`src/rtl/spi_master_sequencer.sv`:
```
// Command/response buffering stage in front of spi_master: queues words,
// fires one transaction per command, and captures each received word.
module spi_master_sequencer #(
    parameter int unsigned CMD_DEPTH    = 4,
    parameter int unsigned RSP_DEPTH    = 4,
    parameter int unsigned GAP_CYCLES   = 4,
    parameter int unsigned BUSY_TIMEOUT = 16
) (
    input  logic                         clk,
    input  logic                         rst,
    input  logic                         cmd_valid,
    output logic                         cmd_ready,
    input  logic [31:0]                  cmd_data,
    input  logic [1:0]                   cmd_len,
    output logic                         rsp_valid,
    input  logic                         rsp_ready,
    output logic [31:0]                  rsp_data,
    output logic                         start_trans,
    input  logic                         busy,
    output logic [31:0]                  tx_data,
    output logic [1:0]                   transaction_length,
    input  logic [31:0]                  rx_data,
    output logic                         active,
    output logic                         err,
    input  logic                         err_clr,
    output logic [$clog2(CMD_DEPTH):0]   cmd_count,
    output logic [$clog2(RSP_DEPTH):0]   rsp_count
);

    localparam int unsigned CPW  = $clog2(CMD_DEPTH);
    localparam int unsigned RPW  = $clog2(RSP_DEPTH);
    localparam int unsigned CCW  = CPW + 1;
    localparam int unsigned RCW  = RPW + 1;
    localparam int unsigned TMAX = (GAP_CYCLES > BUSY_TIMEOUT) ? GAP_CYCLES : BUSY_TIMEOUT;
    localparam int unsigned TW   = $clog2(TMAX + 1);

    typedef struct packed {
        logic [31:0] data;
        logic [1:0]  len;
    } cmd_t;

    typedef enum logic [2:0] {
        IDLE, LAUNCH, WAIT_BUSY, WAIT_DONE, CAPTURE, GAP
    } state_t;

    cmd_t             cmd_mem_q [CMD_DEPTH];
    logic [CPW-1:0]   cmd_wr_q, cmd_rd_q;
    logic [CCW-1:0]   cmd_cnt_q;
    logic [31:0]      rsp_mem_q [RSP_DEPTH];
    logic [RPW-1:0]   rsp_wr_q, rsp_rd_q;
    logic [RCW-1:0]   rsp_cnt_q;

    state_t           state_q, state_d;
    logic [TW-1:0]    tmr_q, tmr_d;
    logic             start_q, start_d;
    logic             active_q, active_d;
    logic             err_q, err_d;
    cmd_t             tx_q;

    logic             cmd_full, cmd_push, cmd_pop;
    logic             rsp_full, rsp_push, rsp_pop;
    logic             launch_ok;

    assign cmd_full  = (cmd_cnt_q == CCW'(CMD_DEPTH));
    assign rsp_full  = (rsp_cnt_q == RCW'(RSP_DEPTH));
    assign cmd_push  = cmd_valid & ~cmd_full;
    assign rsp_push  = (state_q == CAPTURE);
    assign rsp_pop   = (rsp_cnt_q != '0) & rsp_ready;
    assign launch_ok = (cmd_cnt_q != '0) & ~rsp_full;

    assign cmd_ready          = ~cmd_full;
    assign rsp_valid          = (rsp_cnt_q != '0);
    assign rsp_data           = rsp_mem_q[rsp_rd_q];
    assign start_trans        = start_q;
    assign tx_data            = tx_q.data;
    assign transaction_length = tx_q.len;
    assign active             = active_q;
    assign err                = err_q;
    assign cmd_count          = cmd_cnt_q;
    assign rsp_count          = rsp_cnt_q;

    // Next-state and control decode for the transaction sequencer
    always_comb begin
        state_d = state_q;
        tmr_d   = tmr_q;
        cmd_pop = 1'b0;
        err_d   = err_q & ~err_clr;
        case (state_q)
            IDLE: begin
                if (launch_ok) begin
                    state_d = LAUNCH;
                    cmd_pop = 1'b1;
                end
            end
            LAUNCH: begin
                state_d = WAIT_BUSY;
                tmr_d   = '0;
            end
            WAIT_BUSY: begin
                if (busy) begin
                    state_d = WAIT_DONE;
                end else if (tmr_q == TW'(BUSY_TIMEOUT - 1)) begin
                    state_d = GAP;
                    tmr_d   = '0;
                    err_d   = 1'b1;
                end else begin
                    tmr_d = tmr_q + TW'(1);
                end
            end
            WAIT_DONE: begin
                if (!busy) state_d = CAPTURE;
            end
            CAPTURE: begin
                state_d = GAP;
                tmr_d   = '0;
            end
            GAP: begin
                if (tmr_q == TW'(GAP_CYCLES - 1)) state_d = IDLE;
                else                              tmr_d   = tmr_q + TW'(1);
            end
            default: state_d = IDLE;
        endcase
        start_d  = cmd_pop;
        active_d = (state_d != IDLE);
    end

    // FSM state, timer and registered outputs
    always_ff @(posedge clk or posedge rst) begin
        if (rst) begin
            state_q  <= IDLE;
            tmr_q    <= '0;
            start_q  <= 1'b0;
            active_q <= 1'b0;
            err_q    <= 1'b0;
            tx_q     <= '0;
        end else begin
            state_q  <= state_d;
            tmr_q    <= tmr_d;
            start_q  <= start_d;
            active_q <= active_d;
            err_q    <= err_d;
            if (cmd_pop) tx_q <= cmd_mem_q[cmd_rd_q];
        end
    end

    // Command FIFO; the launch pop happens on the edge entering LAUNCH
    always_ff @(posedge clk or posedge rst) begin
        if (rst) begin
            for (int i = 0; i < CMD_DEPTH; i++) cmd_mem_q[i] <= '0;
            cmd_wr_q  <= '0;
            cmd_rd_q  <= '0;
            cmd_cnt_q <= '0;
        end else begin
            if (cmd_push) begin
                cmd_mem_q[cmd_wr_q] <= {cmd_data, cmd_len};
                cmd_wr_q            <= cmd_wr_q + CPW'(1);
            end
            if (cmd_pop) cmd_rd_q <= cmd_rd_q + CPW'(1);
            cmd_cnt_q <= cmd_cnt_q + CCW'(cmd_push) - CCW'(cmd_pop);
        end
    end

    // Response FIFO, first-word-fall-through head
    always_ff @(posedge clk or posedge rst) begin
        if (rst) begin
            for (int i = 0; i < RSP_DEPTH; i++) rsp_mem_q[i] <= '0;
            rsp_wr_q  <= '0;
            rsp_rd_q  <= '0;
            rsp_cnt_q <= '0;
        end else begin
            if (rsp_push) begin
                rsp_mem_q[rsp_wr_q] <= rx_data;
                rsp_wr_q            <= rsp_wr_q + RPW'(1);
            end
            if (rsp_pop) rsp_rd_q <= rsp_rd_q + RPW'(1);
            rsp_cnt_q <= rsp_cnt_q + RCW'(rsp_push) - RCW'(rsp_pop);
        end
    end

endmodule
```
`config.mk`:
```
export PLATFORM = sky130hd
export DESIGN_NAME = spi_master_sequencer
export DESIGN_NICKNAME = d
export VERILOG_FILES = /design/src/rtl/spi_master_sequencer.sv
export SDC_FILE = /design/constraint.sdc
export NUM_CORES = 1
export LEC_CHECK = 0
export ABC_AREA = 1
export CORE_MARGIN = 2
export CORE_UTILIZATION = 52
export DETAILED_ROUTE_END_ITERATION = 12
export GPL_TIMING_DRIVEN = 1
export PLACE_DENSITY = 0.78
export REMOVE_ABC_BUFFERS = 1
export SLEW_MARGIN = 20
export SYNTH_ARGS = -nofsm -noshare
export SYNTH_HDL_FRONTEND = slang
export SYNTH_SLANG_ARGS = --single-unit
```
`constraint.sdc`:
```
create_clock -name clk -period 11 [get_ports clk]
set_input_delay 2.2 -clock clk [delete_from_list [all_inputs] [get_ports clk]]
set_output_delay 2.2 -clock clk [all_outputs]
set_load 0.02 [all_outputs]
```
==> results of run 1 <==
-- registers in the layout (all words and copies together), names as in the netlist --
name                cells
active                  1
cmd_count               3
cmd_mem_q             136
cmd_rd_q                2
cmd_wr_q                2
err                     1
rsp_count               3
rsp_mem_q             128
rsp_rd_q                2
rsp_wr_q                2
start_trans             1
state_q                 3
tmr_q                   5
transaction_length      2
tx_data                32
-- layer usage --
layer  up-vias  part of all wire  track usage  routed length (um)
li1       5694                 -            -                   -
met1      5710              0.44       0.3307               15060
met2       374              0.48       0.3982               16490
met3        58             0.061      0.03470                2114
met4         2             0.022      0.07618                 741
met5         -           0.00032            0                  11
-- final cells by class --
| type | instances | area share |
|---|---|---|
| Clock inverter | 9 | 0.005571 |
| Inverter | 138 | 0.03108 |
| Tap cell | 378 | 0.02771 |
| Multi-Input combinational cell | 1138 | 0.3098 |
| Timing Repair Buffer | 156 | 0.09104 |
| Clock buffer | 50 | 0.06062 |
| Antenna cell | 2 | 0.0002932 |
| Sequential cell | 323 | 0.4739 |
-- logic make-up (layout without fill, tap and decap cells) --
kind of cell / after synthesis / count (layout) / synth area share
and+or+nand+nor: 605 / 605 / 0.1660
DFF: 323 / 323 / 0.5591
other: 0 / 2 / 0
AOI/OAI and AO/OA: 507 / 507 / 0.1786
adders and majority gates: 17 / 17 / 0.01575
xor gates and xnor gates: 9 / 9 / 0.005452
buffers and inverters: 244 / 353 / 0.07512
-- cell usage in the layout, fill, tap and decap left out, drive strengths merged, types with 7 or more instances in the layout --
| cell type | synthesis | final |
|---|---|---|
| inv | 137 | 136 |
| buf | 68 | 8 |
| nand3 | 12 | 12 |
| clkbuf | 38 | 50 |
| nand2 | 474 | 474 |
| clkinv | 1 | 9 |
| o21ai | 438 | 438 |
| nor2 | 113 | 113 |
| clkdlybuf4s50 | 0 | 148 |
| o22ai | 32 | 32 |
| xor2 | 7 | 7 |
| a21oi | 35 | 35 |
| dfrtp | 323 | 323 |
| ha | 15 | 15 |
-- per-stage QoR --
stage | power (mW) | hold slack [ps]
after global placement | 4.176 | 456.1
after global routing | 5.839 | 502.6
after floorplan | 3.407 | 445.4
final | 5.421 | 477.0
after detailed placement | 4.269 | 464.9
after CTS | 5.448 | 481.8
-- power by group --
part	switching, mW	internal (mW)	total [mW]
Combinational	1.35	0.853	2.21
Sequential	0.324	1.74	2.06
Clock	0.454	0.698	1.15
-- final timing paths --
kind / from / endpoint / slack (ps) / cells past startpoint
worst min register to register: tx_data[17]$_DFFE_PP0P_ / tx_data[17]$_DFFE_PP0P_ / 480 / 2
worst max-delay path: rsp_rd_q[0]$_DFFE_PP0P_ / rsp_data[30] / 5600 / 5
worst max register to register: rsp_count[1]$_DFF_PP0_ / cmd_count[2]$_DFF_PP0_ / 8070 / 10
min in group asynchronous: rst / rsp_mem_q[21]$_DFFE_PP0P_ / 2290 / 2
worst min-delay path: tx_data[17]$_DFFE_PP0P_ / tx_data[17]$_DFFE_PP0P_ / 480 / 2
max in group asynchronous: rst / cmd_mem_q[55]$_DFFE_PP0P_ / 7110 / 3
-- critical path: cells and delay by family (launching register included) --
kind,cells,cell delay (ps)
buf+inv,3,1820
compound gates,2,440
flops,1,380
==> flow_summary.yaml, run 1 <==
timing:
  setup_viol_count_final: 0
  rsz0062_at_grt: "no"
  fmax_mhz: 185.3
  hold_viol: 0
  min_period_ps: 5398
  fin_worst_skew_ps: 16.91
  period_share: 0.4907
  maxSlewViolCount: 0
  worstMarginPinSlew_ps: 1083
  layout_setup_ws_ps: 5603
  fin_setup_tns_ps: 0
  max_slew_margin: 0.2734
synth:
  synth_edf_count: 0
  synth_top_area_frac: 0.5591
  synth_top_area_cell: "dfrtp_1"
  synth_warnings: 0
  netlist_top_cells_area: "dfrtp_1, nand2_1, o21ai_0"
  yosys-top-cells-count: "nand2_1, dfrtp_1, o21ai_0"
  synth.most_common_cell: "nand2_1"
  synth.distinct_cells: 31
  yosysSeqAreaShare: 0.5591
  synthArstFlopShare: 1.000
  avgSynthCellArea_um2: 8.480
  syn_inst: 1705
  ys_seq_elements: 323
  syn_area_mm2: 0.01446
  synthFlopType: "dfrtp_1"
outcome:
  status: "finished clean"
drt:
  firstDrtPassIters: 5
  antenna_left: 0
  drt-initial-drc-count: 1166
  drc: 0
  wl_um: 34420
  wl_per_cell_um: 15.69
  vias: 11840
  routed_via_density: 5.396
power:
  power.density_mw_per_mm2: 317.6
  peakVddDrop_mv: 0.1694
  leakage_nw: 8.162
critical_path:
  path_cells: "buf_4, inv_2, o21ai_0, o22ai_1, clkdlybuf4s50_1"
  path_class: "flip-flop to output pin"
  end_kind: "output pin"
  slowest_delay_ps: 850
  start_kind: "flip-flop"
  critPathRequiredTime_ps: 8800
  worstPathMaxFanout: 67
  critPathSlowestCell: "inv_2"
  arrival_ps: 3200
global_route:
  grt_use_total: 0.2409
  grt_pass1_vias: 11640
  grt_pass1_wl_um: 57160
  overflow: 0
  antenna_found_initial: 3
  grt_max_degree: 182
place:
  port_buffers: 148
  dp.cells: 2133
  place_ws_ps: 6155
  dpl.hpwl_um: 19460
  gp_congestion: 0.7648
  placed_cell_area_mm2: 0.01594
layout:
  final_layout_size_suffix_gt1_frac: 0.04631
  multi_input_area_mm2: 0.005289
  seqCellArea_mm2: 0.008089
  nFillCells: 2351
  area_growth_pct: 18.07
  final_cell_area_mm2: 0.01707
  utilization: 0.6195
  final_cells: 2194
  final_nets: 1880
clock_tree:
  clock_sinks: 323
  cts_tree: "yes"
  clk_pin_slew_ps: 60
  clk_path_buf_depth: 3
  cts_resized: 0
  hold_buffers: 0
  cts_max_level: 2
  clkLatencyLatePin_ps: 510
  cts_made_buffers: 34
  cts_root_buffer: "clkbuf_16"
  postCtsSetupBuffers: 0
die:
  die_w_um: 170.7
  initial_core_util: 0.5247
  core_mm2: 0.02755
  io_pins: 149
  dieArea_mm2: 0.02915
  dieHeight_um: 170.7
  rows: 61
flow_run:
  drv_cap: 0
hold_path:
  hold_class: "flip-flop to flip-flop"
Note: power is estimated with default switching activity, not from simulation.
==> inputs of run 2 (changes only) <==
Settings changed: CORE_UTILIZATION 52 to 57, PLACE_DENSITY 0.78 to 0.81.
Clock period 11 ns to 5.4 ns, I/O delays scaled along.
==> run 2 against run 1 <==
Against the previous run: clock power is 99% higher; largest power group unchanged; final area decreased by 0.23%; power up 100%; flip-flop and latch count did not move; critical endpoint is now rsp_data[31].
==> flow_summary.yaml, run 2 (synthesized netlist as in run 1, its figures left out) <==
power:
  switching_power_mw: 4.361
  p_int_mw: 6.643
  power.density_mw_per_mm2: 646.2
  leakage_nw: 8.175
  p_total_mw: 11.00
  p_comb_frac: 0.416
  switching_share: 0.3963
  seqPwrFrac: 0.376
  p_clk_frac: 0.208
  peakVddDrop_mv: 0.3176
global_route:
  grt_max_degree: 145
  overflow: 0
  grt_pass1_vias: 11490
  grt_pass1_wl_um: 56670
  antenna_found_initial: 1
  grt_use_total: 0.2607
clock_tree:
  hold_buffers: 0
  cts_max_level: 2
  cts_tree: "yes"
  clock_sinks: 323
  cts_root_buffer: "clkbuf_16"
  clk_path_buf_depth: 3
  postCtsSetupBuffers: 0
  cts_resized: 0
  clk_pin_slew_ps: 60
  clkLatencyLatePin_ps: 510
  cts_made_buffers: 35
drt:
  antenna_left: 0
  drc: 0
  vias: 11910
  drt-initial-drc-count: 1124
  wl_um: 34200
  routed_via_density: 5.536
  firstDrtPassIters: 5
  wl_per_cell_um: 15.89
die:
  die_w_um: 163.3
  io_pins: 149
  dieArea_mm2: 0.02665
  dieHeight_um: 163.3
  core_mm2: 0.02504
  initial_core_util: 0.5775
  rows: 58
timing:
  rsz0062_at_grt: "no"
  setup_viol_count_final: 0
  max_slew_margin: 0.2488
  min_period_ps: 3903
  fmax_mhz: 256.2
  period_share: 0.7228
  hold_viol: 0
  fin_setup_tns_ps: 0
  worstMarginPinSlew_ps: 1126
  maxSlewViolCount: 0
  fin_worst_skew_ps: 15.06
critical_path:
  timing.rr.start: "rsp_count[1]$_DFF_PP0_"
  path_class: "flip-flop to output pin"
  critPathRequiredTime_ps: 4320
  start_kind: "flip-flop"
  critPathSlowestCell: "inv_1"
  cp_top_family: "buffers and inverters"
  end_kind: "output pin"
  timing.critical_path.buf_inv: 2
  worstPathMaxFanout: 33
  slowest_delay_ps: 800
  r2r_slack_ps: 2540
  arrival_ps: 2820
  reg2reg_depth: 10
  r2r-end: "cmd_count[2]$_DFF_PP0_"
  path_cells: "inv_1, o21ai_0, o22ai_1, clkdlybuf4s50_1"
hold_path:
  worstHoldEndpoint: "tx_data[17]$_DFFE_PP0P_"
  min_path_cells: 2
  hold_class: "flip-flop to flip-flop"
  min_from: "tx_data[17]$_DFFE_PP0P_"
layout:
  area_growth_pct: 17.79
  utilization: 0.6802
  largest-register: "cmd_mem_q"
  seqCellArea_mm2: 0.008087
  final_layout_size_suffix_gt1_frac: 0.04723
  multi_input_area_mm2: 0.005289
  final_cell_mix: "nand2_1, dfrtp_1, o21ai_0, o21ai_1, clkdlybuf4s50_1"
  nFillCells: 1973
  final_nets: 1887
  largest_reg_flops: 136
  final_cells: 2152
  final_common_cell: "nand2_1"
place:
  dpl.hpwl_um: 19400
  dp.cells: 2090
  gp_congestion: 0.7790
  port_buffers: 148
flow_run:
  drv_cap: 0
outcome:
  status: "finished clean"
[run 2: cell types whose count changed in the layout (fill, tap and decap cells not counted), moves of 2 or more]
cell,delta
buf_4,+5
clkbuf_1,+5
clkbuf_8,-2
clkinv_2,-2
[run 2: through the flow]
step	setup slack (ps)	hold slack (ps)	area [um^2]
global placement	1920	457.7	15910
detailed placement	1836	463.9	15910
floorplan	-4621	445.4	13890
global route	1361	503.2	17030
finish	1497	474.5	17030
CTS	1514	482.1	17000
[run 2: worst max path at each step]
stage,from,end,slack (ps),cells past startpoint
final,rsp_rd_q[1]$_DFFE_PP0P_,rsp_data[31],1500,4
after global placement,cmd_valid,cmd_mem_q[26]$_DFFE_PP0P_,1920,5
after detailed placement,cmd_valid,cmd_mem_q[22]$_DFFE_PP0P_,1840,5
after floorplan,rst,active$_DFF_PP0_,-4620,1
after CTS,rsp_rd_q[1]$_DFFE_PP0P_,rsp_data[30],1510,4
after global routing,rsp_rd_q[0]$_DFFE_PP0P_,rsp_data[20],1360,4
[run 2: final cells by class]
| cell class | instances | share of cell area |
|---|---|---|
| well taps | 330 | 0.02425 |
| flip-flops and latches | 323 | 0.4748 |
| clock buffers | 53 | 0.06025 |
| diodes | 1 | 0.0001469 |
| clock inverters | 7 | 0.003747 |
| inverters | 138 | 0.03115 |
| repair buffers | 162 | 0.09507 |
| multi-input cells | 1138 | 0.3106 |
[run 2: metal layers]
| metal | up-vias | wire [um] | global-route usage | share of wire |
|---|---|---|---|---|
| met4 | 0 | 629 | 0.06718 | 0.018 |
| met1 | 5758 | 14660 | 0.3609 | 0.43 |
| met2 | 410 | 16590 | 0.4287 | 0.49 |
| met5 | - | 0 | 0 | 0 |
| met3 | 55 | 2317 | 0.04723 | 0.068 |
| li1 | 5690 | - | - | - |
[run 2: power by group through the flow]
stage          combinational [mW]  sequential [mW]  clock, mW
6_report                     4.58             4.14       2.29
2_1_floorplan                2.62             4.32          0
5_1_grt                      5.14             4.27       2.42
4_1_cts                      4.59             4.13       2.32
3_5_place_dp                 4.54             4.15          0
3_3_place_gp                 4.39             4.10          0
[run 2: worst register-to-register path: cells and delay by family (launching register included)]
family        cells  cell delay, ps
buf+inv           4            1000
fa+ha+maj         3             970
flops             1             410
simple gates      2             210
xor+xnor          1             170
